### src/rtl/axi_lite_reg_slave.sv
// -----------------------------------------------------------------------------
// axi_lite_reg_slave
//   AXI4-Lite register slave with four 32-bit locations:
//     0x0 REG0 (RW), 0x4 REG1 (RW), 0x8 WCNT (RO), 0xC SUM = REG0+REG1 (RO).
//   An address decodes only when addr[7:4]==0; addr[1:0] is ignored.
//   One outstanding write and one outstanding read, served by independent FSMs.
//
//   Optional feature: define REG_WRITE_COUNTER_EN to build the WCNT counter,
//   which counts OKAY writes to REG0/REG1. Without it WCNT reads as 0.
//
// Handshake rule (all five channels): a transfer happens on the rising edge
// where valid && ready are both high. A source holds valid and payload stable
// until that edge. All readies are registered and depend only on FSM state.
//
// Ports
//   s_axi_aclk, s_axi_aresetn     clock, asynchronous active-low reset
//   s_axi_aw*                     write address channel
//   s_axi_w*                      write data channel (wstrb = byte enables)
//   s_axi_b*                      write response channel (OKAY=0, SLVERR=2)
//   s_axi_ar*                     read address channel
//   s_axi_r*                      read data channel
//   wr_state_dbg, rd_state_dbg    current write / read FSM state (debug)
// -----------------------------------------------------------------------------
module axi_lite_reg_slave #(
   parameter int DATA_WIDTH = 32,
   parameter int ADDR_WIDTH = 8,
   parameter int RESP_WIDTH = 2
) (
   input  logic                    s_axi_aclk,
   input  logic                    s_axi_aresetn,
   input  logic [ADDR_WIDTH-1:0]   s_axi_awaddr,
   input  logic                    s_axi_awvalid,
   output logic                    s_axi_awready,
   input  logic [DATA_WIDTH-1:0]   s_axi_wdata,
   input  logic [DATA_WIDTH/8-1:0] s_axi_wstrb,
   input  logic                    s_axi_wvalid,
   output logic                    s_axi_wready,
   output logic [RESP_WIDTH-1:0]   s_axi_bresp,
   output logic                    s_axi_bvalid,
   input  logic                    s_axi_bready,
   input  logic [ADDR_WIDTH-1:0]   s_axi_araddr,
   input  logic                    s_axi_arvalid,
   output logic                    s_axi_arready,
   output logic [DATA_WIDTH-1:0]   s_axi_rdata,
   output logic [RESP_WIDTH-1:0]   s_axi_rresp,
   output logic                    s_axi_rvalid,
   input  logic                    s_axi_rready,
   output logic [1:0]              wr_state_dbg,
   output logic                    rd_state_dbg
);

   localparam int STRB_W = DATA_WIDTH / 8;
   localparam logic [RESP_WIDTH-1:0] RESP_OKAY   = '0;
   localparam logic [RESP_WIDTH-1:0] RESP_SLVERR = RESP_WIDTH'(2);

   typedef enum logic [1:0] {WR_IDLE, WR_HAVE_ADDR, WR_HAVE_DATA, WR_RESP} wr_state_t;
   typedef enum logic {RD_IDLE, RD_DATA} rd_state_t;

   wr_state_t wr_state, wr_next;
   rd_state_t rd_state, rd_next;

   logic [DATA_WIDTH-1:0] reg0, reg1, wcnt;
   logic [ADDR_WIDTH-1:0] aw_addr_q;
   logic [DATA_WIDTH-1:0] w_data_q;
   logic [STRB_W-1:0]     w_strb_q;

   logic aw_hs, w_hs, b_hs, ar_hs, r_hs;
   assign aw_hs = s_axi_awvalid && s_axi_awready;
   assign w_hs  = s_axi_wvalid  && s_axi_wready;
   assign b_hs  = s_axi_bvalid  && s_axi_bready;
   assign ar_hs = s_axi_arvalid && s_axi_arready;
   assign r_hs  = s_axi_rvalid  && s_axi_rready;

   assign wr_state_dbg = wr_state;
   assign rd_state_dbg = rd_state;

   function automatic logic [DATA_WIDTH-1:0] byte_merge(
      input logic [DATA_WIDTH-1:0] old_v,
      input logic [DATA_WIDTH-1:0] new_v,
      input logic [STRB_W-1:0]     strb
   );
      byte_merge = old_v;
      for (int i = 0; i < STRB_W; i++) begin
         if (strb[i]) byte_merge[8*i +: 8] = new_v[8*i +: 8];
      end
   endfunction

   // ---------------------------------------------------------------- write FSM
   always_ff @(posedge s_axi_aclk or negedge s_axi_aresetn) begin
      if (!s_axi_aresetn) wr_state <= WR_IDLE;
      else                wr_state <= wr_next;
   end

   always_comb begin
      wr_next = wr_state;
      case (wr_state)
         WR_IDLE: begin
            if (aw_hs && w_hs) wr_next = WR_RESP;
            else if (aw_hs)    wr_next = WR_HAVE_ADDR;
            else if (w_hs)     wr_next = WR_HAVE_DATA;
         end
         WR_HAVE_ADDR: if (w_hs)  wr_next = WR_RESP;
         WR_HAVE_DATA: if (aw_hs) wr_next = WR_RESP;
         WR_RESP:      if (b_hs)  wr_next = WR_IDLE;
         default:      wr_next = WR_IDLE;
      endcase
   end

   // The completing handshake's payload is still on the bus this cycle, so
   // take it directly rather than from the holding registers.
   logic                  wr_commit;
   logic [ADDR_WIDTH-1:0] wr_addr;
   logic [DATA_WIDTH-1:0] wr_data;
   logic [STRB_W-1:0]     wr_strb;
   logic                  wr_decoded;
   logic [1:0]            wr_sel;

   assign wr_commit  = (wr_state != WR_RESP) && (wr_next == WR_RESP);
   assign wr_addr    = aw_hs ? s_axi_awaddr : aw_addr_q;
   assign wr_data    = w_hs  ? s_axi_wdata  : w_data_q;
   assign wr_strb    = w_hs  ? s_axi_wstrb  : w_strb_q;
   assign wr_decoded = (wr_addr >> 4) == '0;
   assign wr_sel     = wr_addr[3:2];

   always_ff @(posedge s_axi_aclk or negedge s_axi_aresetn) begin
      if (!s_axi_aresetn) begin
         s_axi_awready <= 1'b0;
         s_axi_wready  <= 1'b0;
         s_axi_bvalid  <= 1'b0;
         s_axi_bresp   <= RESP_OKAY;
         aw_addr_q     <= '0;
         w_data_q      <= '0;
         w_strb_q      <= '0;
      end else begin
         s_axi_awready <= (wr_next == WR_IDLE) || (wr_next == WR_HAVE_DATA);
         s_axi_wready  <= (wr_next == WR_IDLE) || (wr_next == WR_HAVE_ADDR);
         s_axi_bvalid  <= (wr_next == WR_RESP);
         if (aw_hs) aw_addr_q <= s_axi_awaddr;
         if (w_hs) begin
            w_data_q <= s_axi_wdata;
            w_strb_q <= s_axi_wstrb;
         end
         if (wr_commit) s_axi_bresp <= wr_decoded ? RESP_OKAY : RESP_SLVERR;
      end
   end

   // Registers update with NBAs, so a read captured on the same edge sees
   // the pre-write value.
   always_ff @(posedge s_axi_aclk or negedge s_axi_aresetn) begin
      if (!s_axi_aresetn) begin
         reg0 <= '0;
         reg1 <= '0;
      end else if (wr_commit && wr_decoded) begin
         case (wr_sel)
            2'd0:    reg0 <= byte_merge(reg0, wr_data, wr_strb);
            2'd1:    reg1 <= byte_merge(reg1, wr_data, wr_strb);
            default: ;
         endcase
      end
   end

`ifdef REG_WRITE_COUNTER_EN
   always_ff @(posedge s_axi_aclk or negedge s_axi_aresetn) begin
      if (!s_axi_aresetn)
         wcnt <= '0;
      else if (wr_commit && wr_decoded && !wr_sel[1])
         wcnt <= wcnt + DATA_WIDTH'(1);
   end
`else
   assign wcnt = '0;
`endif

   // ----------------------------------------------------------------- read FSM
   always_ff @(posedge s_axi_aclk or negedge s_axi_aresetn) begin
      if (!s_axi_aresetn) rd_state <= RD_IDLE;
      else                rd_state <= rd_next;
   end

   always_comb begin
      rd_next = rd_state;
      case (rd_state)
         RD_IDLE: if (ar_hs) rd_next = RD_DATA;
         RD_DATA: if (r_hs)  rd_next = RD_IDLE;
         default: rd_next = RD_IDLE;
      endcase
   end

   logic [DATA_WIDTH-1:0] rd_value;
   logic [RESP_WIDTH-1:0] rd_resp_val;

   always_comb begin
      rd_value    = '0;
      rd_resp_val = RESP_SLVERR;
      if ((s_axi_araddr >> 4) == '0) begin
         rd_resp_val = RESP_OKAY;
         case (s_axi_araddr[3:2])
            2'd0:    rd_value = reg0;
            2'd1:    rd_value = reg1;
            2'd2:    rd_value = wcnt;
            default: rd_value = reg0 + reg1;
         endcase
      end
   end

   always_ff @(posedge s_axi_aclk or negedge s_axi_aresetn) begin
      if (!s_axi_aresetn) begin
         s_axi_arready <= 1'b0;
         s_axi_rvalid  <= 1'b0;
         s_axi_rdata   <= '0;
         s_axi_rresp   <= RESP_OKAY;
      end else begin
         s_axi_arready <= (rd_next == RD_IDLE);
         s_axi_rvalid  <= (rd_next == RD_DATA);
         if (ar_hs) begin
            s_axi_rdata <= rd_value;
            s_axi_rresp <= rd_resp_val;
         end
      end
   end

endmodule

### config.mk
export PLATFORM = sky130hd
export DESIGN_NAME = axi_lite_reg_slave
export DESIGN_NICKNAME = d
export VERILOG_FILES = /design/src/rtl/axi_lite_reg_slave.sv
export SDC_FILE = /design/constraint.sdc
export NUM_CORES = 1
export LEC_CHECK = 0
export CELL_PAD_IN_SITES_DETAIL_PLACEMENT = 1
export CELL_PAD_IN_SITES_GLOBAL_PLACEMENT = 2
export CORE_AREA = 2 2 165 167
export DETAILED_ROUTE_END_ITERATION = 6
export DIE_AREA = 0 0 167 169
export HOLD_SLACK_MARGIN = 0.05
export PLACE_DENSITY = 0.79
export SLEW_MARGIN = 20
export SYNTH_ARGS = -nofsm -noshare
export SYNTH_HDL_FRONTEND = slang
export SYNTH_SLANG_ARGS = --single-unit
### constraint.sdc
create_clock -name s_axi_aclk -period 3 [get_ports s_axi_aclk]
set_input_delay 0.45 -clock s_axi_aclk [delete_from_list [all_inputs] [get_ports s_axi_aclk]]
set_output_delay 0.45 -clock s_axi_aclk [all_outputs]
set_load 0.05 [all_outputs]
==> results.md, run 1 <==
- Status: completed
- EDFF count, synth: 0
- Final WL: approximately 23 mm
- Routed vias/inst: between 5 and 6
- Sequential share of the synthesized area: between 40 and 50%
- Final Core Density: 37.2%
- Syn Area/Cell: 9.54 um^2
- Synthesized flop and latch total: about 150
- CTS tree: done
- GR Util All Layers: between 15 and 20%
- Die H: around 170 um
- Wirelength per Cell: ~18 um
- Synth Cell Area: just under 8000 um^2
- Initial DRC count: about 290
- Clock Sinks: between 100 and 150
- Slew HR: about a third
- Crit path time final: 2800 ps
- Port Buf Inserts: between 90 and 100
- Largest net degree at the start of global routing: between 50 and 60
- Final net count: 1018
- CP required: 3350 ps
- CP arrival: between 3000 and 4000 ps
- Final GP Congestion: 0.840
- Max Slew Vio Count: 0
- Top FF cell, synth: dfrtp_1
- Core box area: between 20000 and 30000 um^2
- Antenna Nets Post-Route: 0
- Setup crit end kind: flop
- Drt pass-1 iters: 4
- Num ports: 103
- Commonest non-fill, non-tap cell in the layout: dfrtp_1
- Non-filler cells, final: ~1300
- P_int: ~4.7 mW
- Max clock buf depth: 2
- Period utilisation layout: between 90 and 100%
- Synth unique cells: between 60 and 70
- Share of total power in the clock network: between 20% and 30%
- Sequential power share: 39.2%
- Switch share: 37.1%
- Vias in the first global route: slightly below 7000
- Yosys warnings: 0
- RSZ-0062 raised after global routing: yes
- Antenna cells: 0
- Min-Delay Path Class: reg2reg
- Mapped Cells: 820
- Leakage Power: 4.60 nW
- Die Span X: 167 um
- Vias: roughly 6400
- Worst VDD drop: between 300 and 400 uV
- Placed Cells: about 1200
- DRC viols: 0
- Most frequent cells in the layout: dfrtp_1, a21oi_1, clkdlybuf4s50_1
- Setup Skew: about 16 ps
- Top cells by area, synth: dfrtp_1, a21oi_1, mux2i_1, ha_1, nor2_1
- CP max FO: 4
- Post-synth top area cell: dfrtp_1
- Worst-skew pair later-pin latency: 430 ps
- Max Freq: 0.357 GHz
- Hpwl dp: approximately 17 mm
- P_sw: about 2.8 mW
- H-tree levels: 4
- Yosys top cell area share: 47.0%
- Die footprint: between 20000 and 30000 um^2
- Power Dens Cells: around 750 nW/um^2
- Area Growth Syn to Fin: 26.1%
- Setup violations, final: 0
- Fin. Hold Viols: 0
- Crit path kind: reg2reg
- Gate power share: between 30% and 40%
- MaxCap Viol Count: 0
- CTS Buf Count: 17
- Clock slew at the register clock pins of the worst setup and hold paths: 70 ps
- Worst Setup Start Kind: flop
- Congestion Overflow GR: 0
- Initial antenna violation count: 0
- First-pass GRT wire length: approximately 38 mm
- Fraction of registers with async set/reset: between 90% and 100%
- Worst-Margin Slew: between 900 and 1000 ps
- Total power: approximately 7.4 mW
- Share of cells above drive strength 1: a little under a tenth
- Starting utilization of the core area: between 20 and 30%
- Root Driver: clkbuf_16
- Rows: 60
[final timing paths]
kind	cells after the start	slack, ps	startpoint	endpoint
min in group asynchronous	2	560	s_axi_aresetn	w_data_q[9]
hold / removal	1	480	s_axi_rdata[21]	s_axi_rdata[21]
setup reg to reg	11	200	reg0[0]	s_axi_rdata[26]
max in group asynchronous	3	1670	s_axi_aresetn	s_axi_rdata[8]
hold reg to reg	1	480	s_axi_rdata[21]	s_axi_rdata[21]
setup / recovery	11	200	reg0[0]	s_axi_rdata[26]
[synth_stat cells, drive strengths merged (2+ instances only)]
| cell type | count |
|---|---|
| xor2 | 8 |
| dfrtp | 147 |
| and3 | 3 |
| a32oi | 2 |
| o21ai | 53 |
| inv | 53 |
| o21bai | 3 |
| nor4 | 2 |
| a21oi | 106 |
| o22ai | 5 |
| a31oi | 5 |
| buf | 9 |
| and2 | 7 |
| a211oi | 5 |
| ha | 31 |
| xnor2 | 11 |
| o21a | 5 |
| a21o | 27 |
| or3 | 2 |
| nor2 | 93 |
| o211ai | 4 |
| nand2b | 4 |
| o31ai | 3 |
| o2111ai | 2 |
| a22o | 7 |
| a22oi | 11 |
| clkbuf | 30 |
| nor3 | 6 |
| nand4 | 6 |
| nand3 | 11 |
| mux2i | 52 |
| a221oi | 8 |
| mux2 | 18 |
| nand2 | 56 |
| nor2b | 5 |
| nor3b | 3 |
| a31o | 2 |
[state kept, by name (all words and copies together), names as in the netlist]
register       count
reg0              32
reg1              32
s_axi_rdata       32
w_data_q          32
aw_addr_q          6
w_strb_q           4
wr_state_dbg       2
s_axi_arready      1
s_axi_awready      1
s_axi_bresp        1
s_axi_bvalid       1
s_axi_rresp        1
s_axi_rvalid       1
s_axi_wready       1
[worst max-delay path, stage by stage, from the launching register on]
cell     delay (ps)
dfrtp_1         370
ha_1            210
inv_1            70
fa_1            410
nor2b_1         160
o31a_1          200
o21ai_1         160
a31o_1          280
o31ai_4         310
a41oi_1         170
mux2_1          350
nand2_1          60
[per-layer routing]
metal  vias to the layer above  share of wire (%)  track usage (%)
met3                        15                2.3             2.90
met2                        82                 49             29.0
met1                      3208                 47             21.8
met4                         0               0.85             3.60
li1                       3113                  -                -
met5                         -                  0                0
[timing repair]
| action | CTS | global route |
|---|---|---|
| endpoints found under the setup margin | 0 | 3 |
| endpoints found under the hold margin | 49 | 0 |
| buffers inserted | 0 | 1 |
| gates resized for setup | 0 | 0 |
| hold buffers | 1 | 0 |
[power by group through the flow]
stage	sequential (mW)	combinational, mW	clock, mW
after global routing	2.98	2.71	2.25
after CTS	2.91	2.44	2.17
after floorplan	3.00	1.57	0
after global placement	2.92	2.37	0
after detailed placement	2.95	2.43	0
final	2.91	2.41	2.10
[stage by stage]
step                      setup slack, ps  area (um^2)  setup TNS (ps)  hold slack, ps
after floorplan                       597         7830               0             154
after global placement                233         9280               0             452
after detailed placement              192         9280               0             456
after CTS                             158         9860               0             487
after global routing                -20.9         9870           -20.9             504
final                                 199         9870               0             481
[final cells by class]
cell class | instances | area, um^2
fill | 3020 | 16600
inverter | 53 | 199
clock buffer | 18 | 439
tap | 341 | 427
timing repair buffer | 126 | 1200
sequential | 147 | 3680
clock inverter | 14 | 131
multi-input combinational | 582 | 3790
[kinds of logic after synthesis]
kind of cell | count (synthesis) | synth area share, %
AOI/OAI and AO/OA | 258 | 20.5
and+or+nand+nor | 201 | 11.2
DFF | 147 | 47.0
buffers and inverters | 92 | 4.59
muxes | 70 | 9.24
adders and majority gates | 32 | 5.21
xor gates and xnor gates | 19 | 2.13
other | 1 | 0.0479
Note: power is estimated with default switching activity, not from simulation.
==> inputs of run 2 (changes only) <==
==> constraint.sdc (replaced) <==
create_clock -name s_axi_aclk -period 3 [get_ports s_axi_aclk]
set_input_delay 0.6 -clock s_axi_aclk [delete_from_list [all_inputs] [get_ports s_axi_aclk]]
set_output_delay 0.6 -clock s_axi_aclk [all_outputs]
set_load 0.05 [all_outputs]
==> results.md, run 2 (synthesis gave the netlist of run 1 again) <==
- Final net count: roughly 1000
- Clock slew at the register clock pins of the worst setup and hold paths: 70 ps
- Max Freq: 0.353 GHz
- Total power: about 7.6 mW
- Share of cells above drive strength 1: 10.3%
- Num ports: between 100 and 150
- Antenna cells: 0
- Vias: between 6000 and 7000
- Initial antenna violation count: 0
- Die H: between 150 and 200 um
- H-tree levels: 4
- Status: completed
- Area Growth Syn to Fin: 27.8%
- Final WL: approximately 23 mm
- Core box area: around 27000 um^2
- Port Buf Inserts: 96
- Period utilisation layout: between 90% and 100%
- Rows: 60
- GR Util met1: 21.5%
- Multi-input gate area: between 3000 and 4000 um^2
- Die Span X: approximately 170 um
- Setup violations, final: 0
- Fillers: 3029
- Met3 Resource Use GR: 3.06%
- GR Util All Layers: approximately 16%
- Worst VDD drop: 286 uV
- Leakage Power: 4.65 nW
- CP required: 3320 ps
- Post-cts hold buffer count: 0
- MaxCap Viol Count: 0
- Sequential power share: about two fifths
- Power Dens Cells: 760 nW/um^2
- Final GP Congestion: slightly above 0.8
- Switch share: a little over a third
- Fin. Hold Viols: 0
- Wirelength per Cell: 17.6 um
- Setup Skew: about 19 ps
- Vias in the first global route: between 6000 and 7000
- CTS tree: done
- CP max FO: 5
- Antenna Nets Post-Route: 0
- Crit path kind: reg2reg
- Largest net degree at the start of global routing: 71
- DRC viols: 0
- GR Util met2: roughly 28%
- Min-Delay Path Class: in2async
- Worst-Margin Slew: 1030 ps
- CTS Buf Count: 17
- Root Driver: clkbuf_16
- Max Slew Vio Count: 0
- Die footprint: approximately 28000 um^2
- Worst Setup Start Kind: flop
- Commonest non-fill, non-tap cell in the layout: dfrtp_1
- Post-route setup TNS: 0 ps
- Share of total power in the clock network: slightly below 30%
- Min Hold Slack: between 150 and 200 ps
- Slew HR: 30.8%
- Grt peak-use layer: met2
- Most frequent cells in the layout: dfrtp_1, a21oi_1, clkdlybuf4s50_1
- CP arrival: 3150 ps
- Crit path time final: ~2800 ps
- Initial DRC count: 357
- Drt pass-1 iters: 4
- Starting utilization of the core area: about 30%
- Worst-skew pair later-pin latency: between 400 and 500 ps
- Setup crit end kind: flop
- Gate power share: about a third
- P_int: 4.85 mW
- Max clock buf depth: 2
- Routed vias/inst: roughly 5.0
- Clock Sinks: 147
- First-pass GRT wire length: roughly 37 mm
- Hpwl dp: about 16 mm
- FF/Latch Area: about 3700 um^2
- Congestion Overflow GR: 0
- P_sw: 2.75 mW
[run 2: cell count changes in the layout (fill, tap and decap cells not counted), moves of 2 or more]
cell and delta:
buf_12 +3, buf_4 +2, bufinv_16 +2, clkinvlp_4 -2
[run 2: worst paths after layout]
kind | to | from | slack (ps) | depth (start not counted)
worst max-delay path | s_axi_rdata[28] | reg1[0] | 170 | 11
worst min-delay path | w_data_q[10] | s_axi_aresetn | 190 | 1
worst max register to register | s_axi_rdata[28] | reg1[0] | 170 | 11
worst min register to register | s_axi_rdata[18] | s_axi_rdata[18] | 470 | 1
max in group asynchronous | s_axi_rdata[26] | s_axi_aresetn | 2140 | 2
min in group s_axi_aclk | s_axi_rdata[18] | s_axi_rdata[18] | 470 | 1
[run 2: area by class of cell]
cell class                      instances  area share, %
Clock buffer                           18           4.39
Clock inverter                         14           1.76
Inverter                               53           1.99
Multi-Input combinational cell        582           38.2
Sequential cell                       147           36.8
Tap cell                              341           4.26
Timing Repair Buffer                  130           12.7
[run 2: layer usage]
layer | share of wire (%) | vias to the layer above | routed length [um]
met5 | 0 | - | 0
met2 | 49 | 87 | 11100
met3 | 2.5 | 15 | 556
met1 | 47 | 3207 | 10700
li1 | - | 3129 | -
met4 | 1.2 | 0 | 278
[run 2: repair_timing]
action | 4_1_cts | 5_1_grt
setup endpoints to repair | 0 | 3
buffers inserted | 0 | 3
gates resized for setup | 0 | 6
[run 2: power by group through the flow]
stage	Sequential (mW)	Clock [mW]	Combinational, mW
floorplan	3.00	0	1.57
global placement	2.92	0	2.37
detailed placement	2.95	0	2.43
CTS	2.91	2.34	2.44
global route	2.99	2.40	2.73
finish	2.91	2.27	2.43
[run 2: critical path: stages (launching register included)]
cell and delay (ps):
dfrtp_1 390, ha_2 220, inv_1 60, fa_1 410, nor2b_2 140, o31a_1 230, o21ai_2 120, a21o_1 210
a21oi_1 320, o21ai_0 210, mux2i_1 150, a32o_1 260
[run 2: stage by stage]
| step | instances | setup slack (ps) | instance area, um^2 | util (%) |
|---|---|---|---|---|
| 3_5_place_dp | 1250 | 50.6 | 9340 | 35.3 |
| 5_1_grt | 1285 | -3.14 | 10000 | 37.8 |
| 2_1_floorplan | 821 | 597 | 7830 | - |
| 4_1_cts | 1282 | 108 | 9960 | 37.6 |
| 6_report | 1285 | 166 | 10000 | 37.8 |
| 3_3_place_gp | 1250 | 158 | 9340 | 35.3 |
==> inputs of run 3 (changes only) <==
--- a/config.mk
+++ b/config.mk
@@ -7,12 +7,14 @@
 export LEC_CHECK = 0
 export CELL_PAD_IN_SITES_DETAIL_PLACEMENT = 1
 export CELL_PAD_IN_SITES_GLOBAL_PLACEMENT = 2
-export CORE_AREA = 2 2 165 167
+export CORE_AREA = 2 2 153 155
 export DETAILED_ROUTE_END_ITERATION = 6
-export DIE_AREA = 0 0 167 169
+export DIE_AREA = 0 0 155 157
 export HOLD_SLACK_MARGIN = 0.05
-export PLACE_DENSITY = 0.79
+export MAX_ROUTING_LAYER = met4
+export PLACE_DENSITY = 0.89
 export SLEW_MARGIN = 20
 export SYNTH_ARGS = -nofsm -noshare
 export SYNTH_HDL_FRONTEND = slang
 export SYNTH_SLANG_ARGS = --single-unit
+export TNS_END_PERCENT = 5
==> results.md, run 3 (synthesis gave the netlist of run 1 again) <==
- Slew HR: 37.2%
- Largest net degree at the start of global routing: 62
- Starting utilization of the core area: 34.8%
- Worst Setup Start Kind: flop
- Initial antenna violation count: 0
- Initial DRC count: between 200 and 300
- Final Core Density: 43.7%
- P_int: roughly 4.7 mW
- Status: completed
- Area Growth Syn to Fin: 25.5%
- Root Driver: clkbuf_16
- Crit path time final: about 2900 ps
- Congestion Overflow GR: 0
- Post-cts hold buffer count: 0
- Hpwl dp: roughly 16 mm
- GR Util All Layers: 19.0%
- # resized after CTS: 0
- Vias: between 6000 and 7000
- Max Slew Vio Count: 0
- Crit path kind: reg2reg
- Worst VDD drop: about 350 uV
- CP required: around 3400 ps
- Max Freq: around 0.35 GHz
- Wirelength per Cell: roughly 18 um
- Setup violations, final: 0
- Min Hold Slack: 153 ps
- Clock slew at the register clock pins of the worst setup and hold paths: roughly 70 ps
- Non-filler cells, final: 1223
- Share of total power in the clock network: 29.1%
- Sequential power share: ~39%
- Setup Skew: about 15 ps
- MaxCap Viol Count: 0
- Clock Sinks: 147
- H-tree levels: 4
- CP arrival: roughly 3200 ps
- Min-Delay Path Class: in2async
- Setup crit end kind: flop
- Fin. Hold Viols: 0
- Worst-Margin Slew: 932 ps
- Port Buf Inserts: 96
- RSZ-0062 raised after global routing: yes
- Die H: roughly 160 um
- Leakage Power: roughly 4.6 nW
- Cell Chain, Critical Path: ha_1 -> inv_1 -> fa_1 -> nor2b_1 -> o31a_1 -> o21ai_1 -> a31o_1 -> o31ai_4 -> a41oi_1 -> mux2_1 -> nand2_1
- Post-route setup TNS: 0 ps
- Antenna cells: 0
- Routed vias/inst: about 5.2
- Share of cells above drive strength 1: 9.38%
- Num ports: ~100
- Die footprint: approximately 24000 um^2
- Commonest non-fill, non-tap cell in the layout: dfrtp_1
- Final net count: 1016
- # Post-CTS Setup Buffers: 0
- Placed Cells: 1191
- DRC viols: 0
- Max clock buf depth: 2
- Drt pass-1 iters: 4
- First-pass GRT wire length: about 35 mm
- Gate power share: 32.0%
- Power Dens Cells: about 760 nW/um^2
- Vias in the first global route: between 6000 and 7000
- Most frequent cells in the layout: dfrtp_1, a21oi_1, clkdlybuf4s50_1
- CTS tree: done
- CP max stage cell: fa_1
- P_sw: roughly 2.7 mW
- Switch share: between 30% and 40%
- Rows: 55
- CTS Buf Count: 17
- Core box area: between 20000 and 25000 um^2
- CP max FO: 4
- Total power: roughly 7.5 mW
- Die Span X: 155 um
- Max stage delay on crit path: ~400 ps
- Final WL: between 20 and 25 mm
- Final GP Congestion: roughly 0.85
- Antenna Nets Post-Route: 0
- Worst-skew pair later-pin latency: roughly 440 ps
- Period utilisation layout: a little over nine tenths
run 3: power groups by stage:
stage / Clock [mW] / Sequential, mW / Combinational [mW]
4_1_cts: 2.22 / 2.91 / 2.41
2_1_floorplan: 0 / 3.00 / 1.57
3_5_place_dp: 0 / 2.95 / 2.39
3_3_place_gp: 0 / 2.92 / 2.32
5_1_grt: 2.30 / 2.99 / 2.67
6_report: 2.17 / 2.91 / 2.38
run 3: area by class of cell:
class | count | area (um^2)
flip-flops and latches | 147 | 3680
fillers | 2535 | 12700
well taps | 285 | 357
repair buffers | 124 | 1180
clock inverters | 14 | 154
inverters | 53 | 199
multi-input cells | 582 | 3810
clock buffers | 18 | 439
run 3: path summary, 6_finish.rpt:
path,start,endpoint,slack [ps],cells past startpoint
setup / recovery,reg0[0],s_axi_rdata[26],150,11
hold / removal,s_axi_aresetn,s_axi_rdata[6],150,1
setup reg to reg,reg0[0],s_axi_rdata[26],150,11
hold reg to reg,s_axi_rdata[22],s_axi_rdata[22],480,1
max in group asynchronous,s_axi_aresetn,reg1[30],2130,2
min in group s_axi_aclk,s_axi_rdata[22],s_axi_rdata[22],480,1
run 3: routing by layer:
| metal | vias up | wire length (um) | track usage (%) |
|---|---|---|---|
| met3 | 16 | 655 | 3.80 |
| met1 | 3182 | 9950 | 23.1 |
| met2 | 93 | 10800 | 32.7 |
| met5 | - | 0 | - |
| met4 | 0 | 247 | 4.94 |
| li1 | 3101 | - | - |
run 3: worst max-delay path: cells and delay by family (launching register included):
kind,cells,cell delay [ps]
AOI/OAI and AO/OA,5,1160
adders and majority gates,2,610
muxes,1,340
and+or+nand+nor,2,230
DFF,1,370
buffers and inverters,1,70
run 3: metrics by stage:
step,setup WS [ps],instance area [um^2]
2_1_floorplan,597,7830
3_3_place_gp,186,9210
3_5_place_dp,153,9210
4_1_cts,133,9810
5_1_grt,-72.9,9820
6_report,148,9820
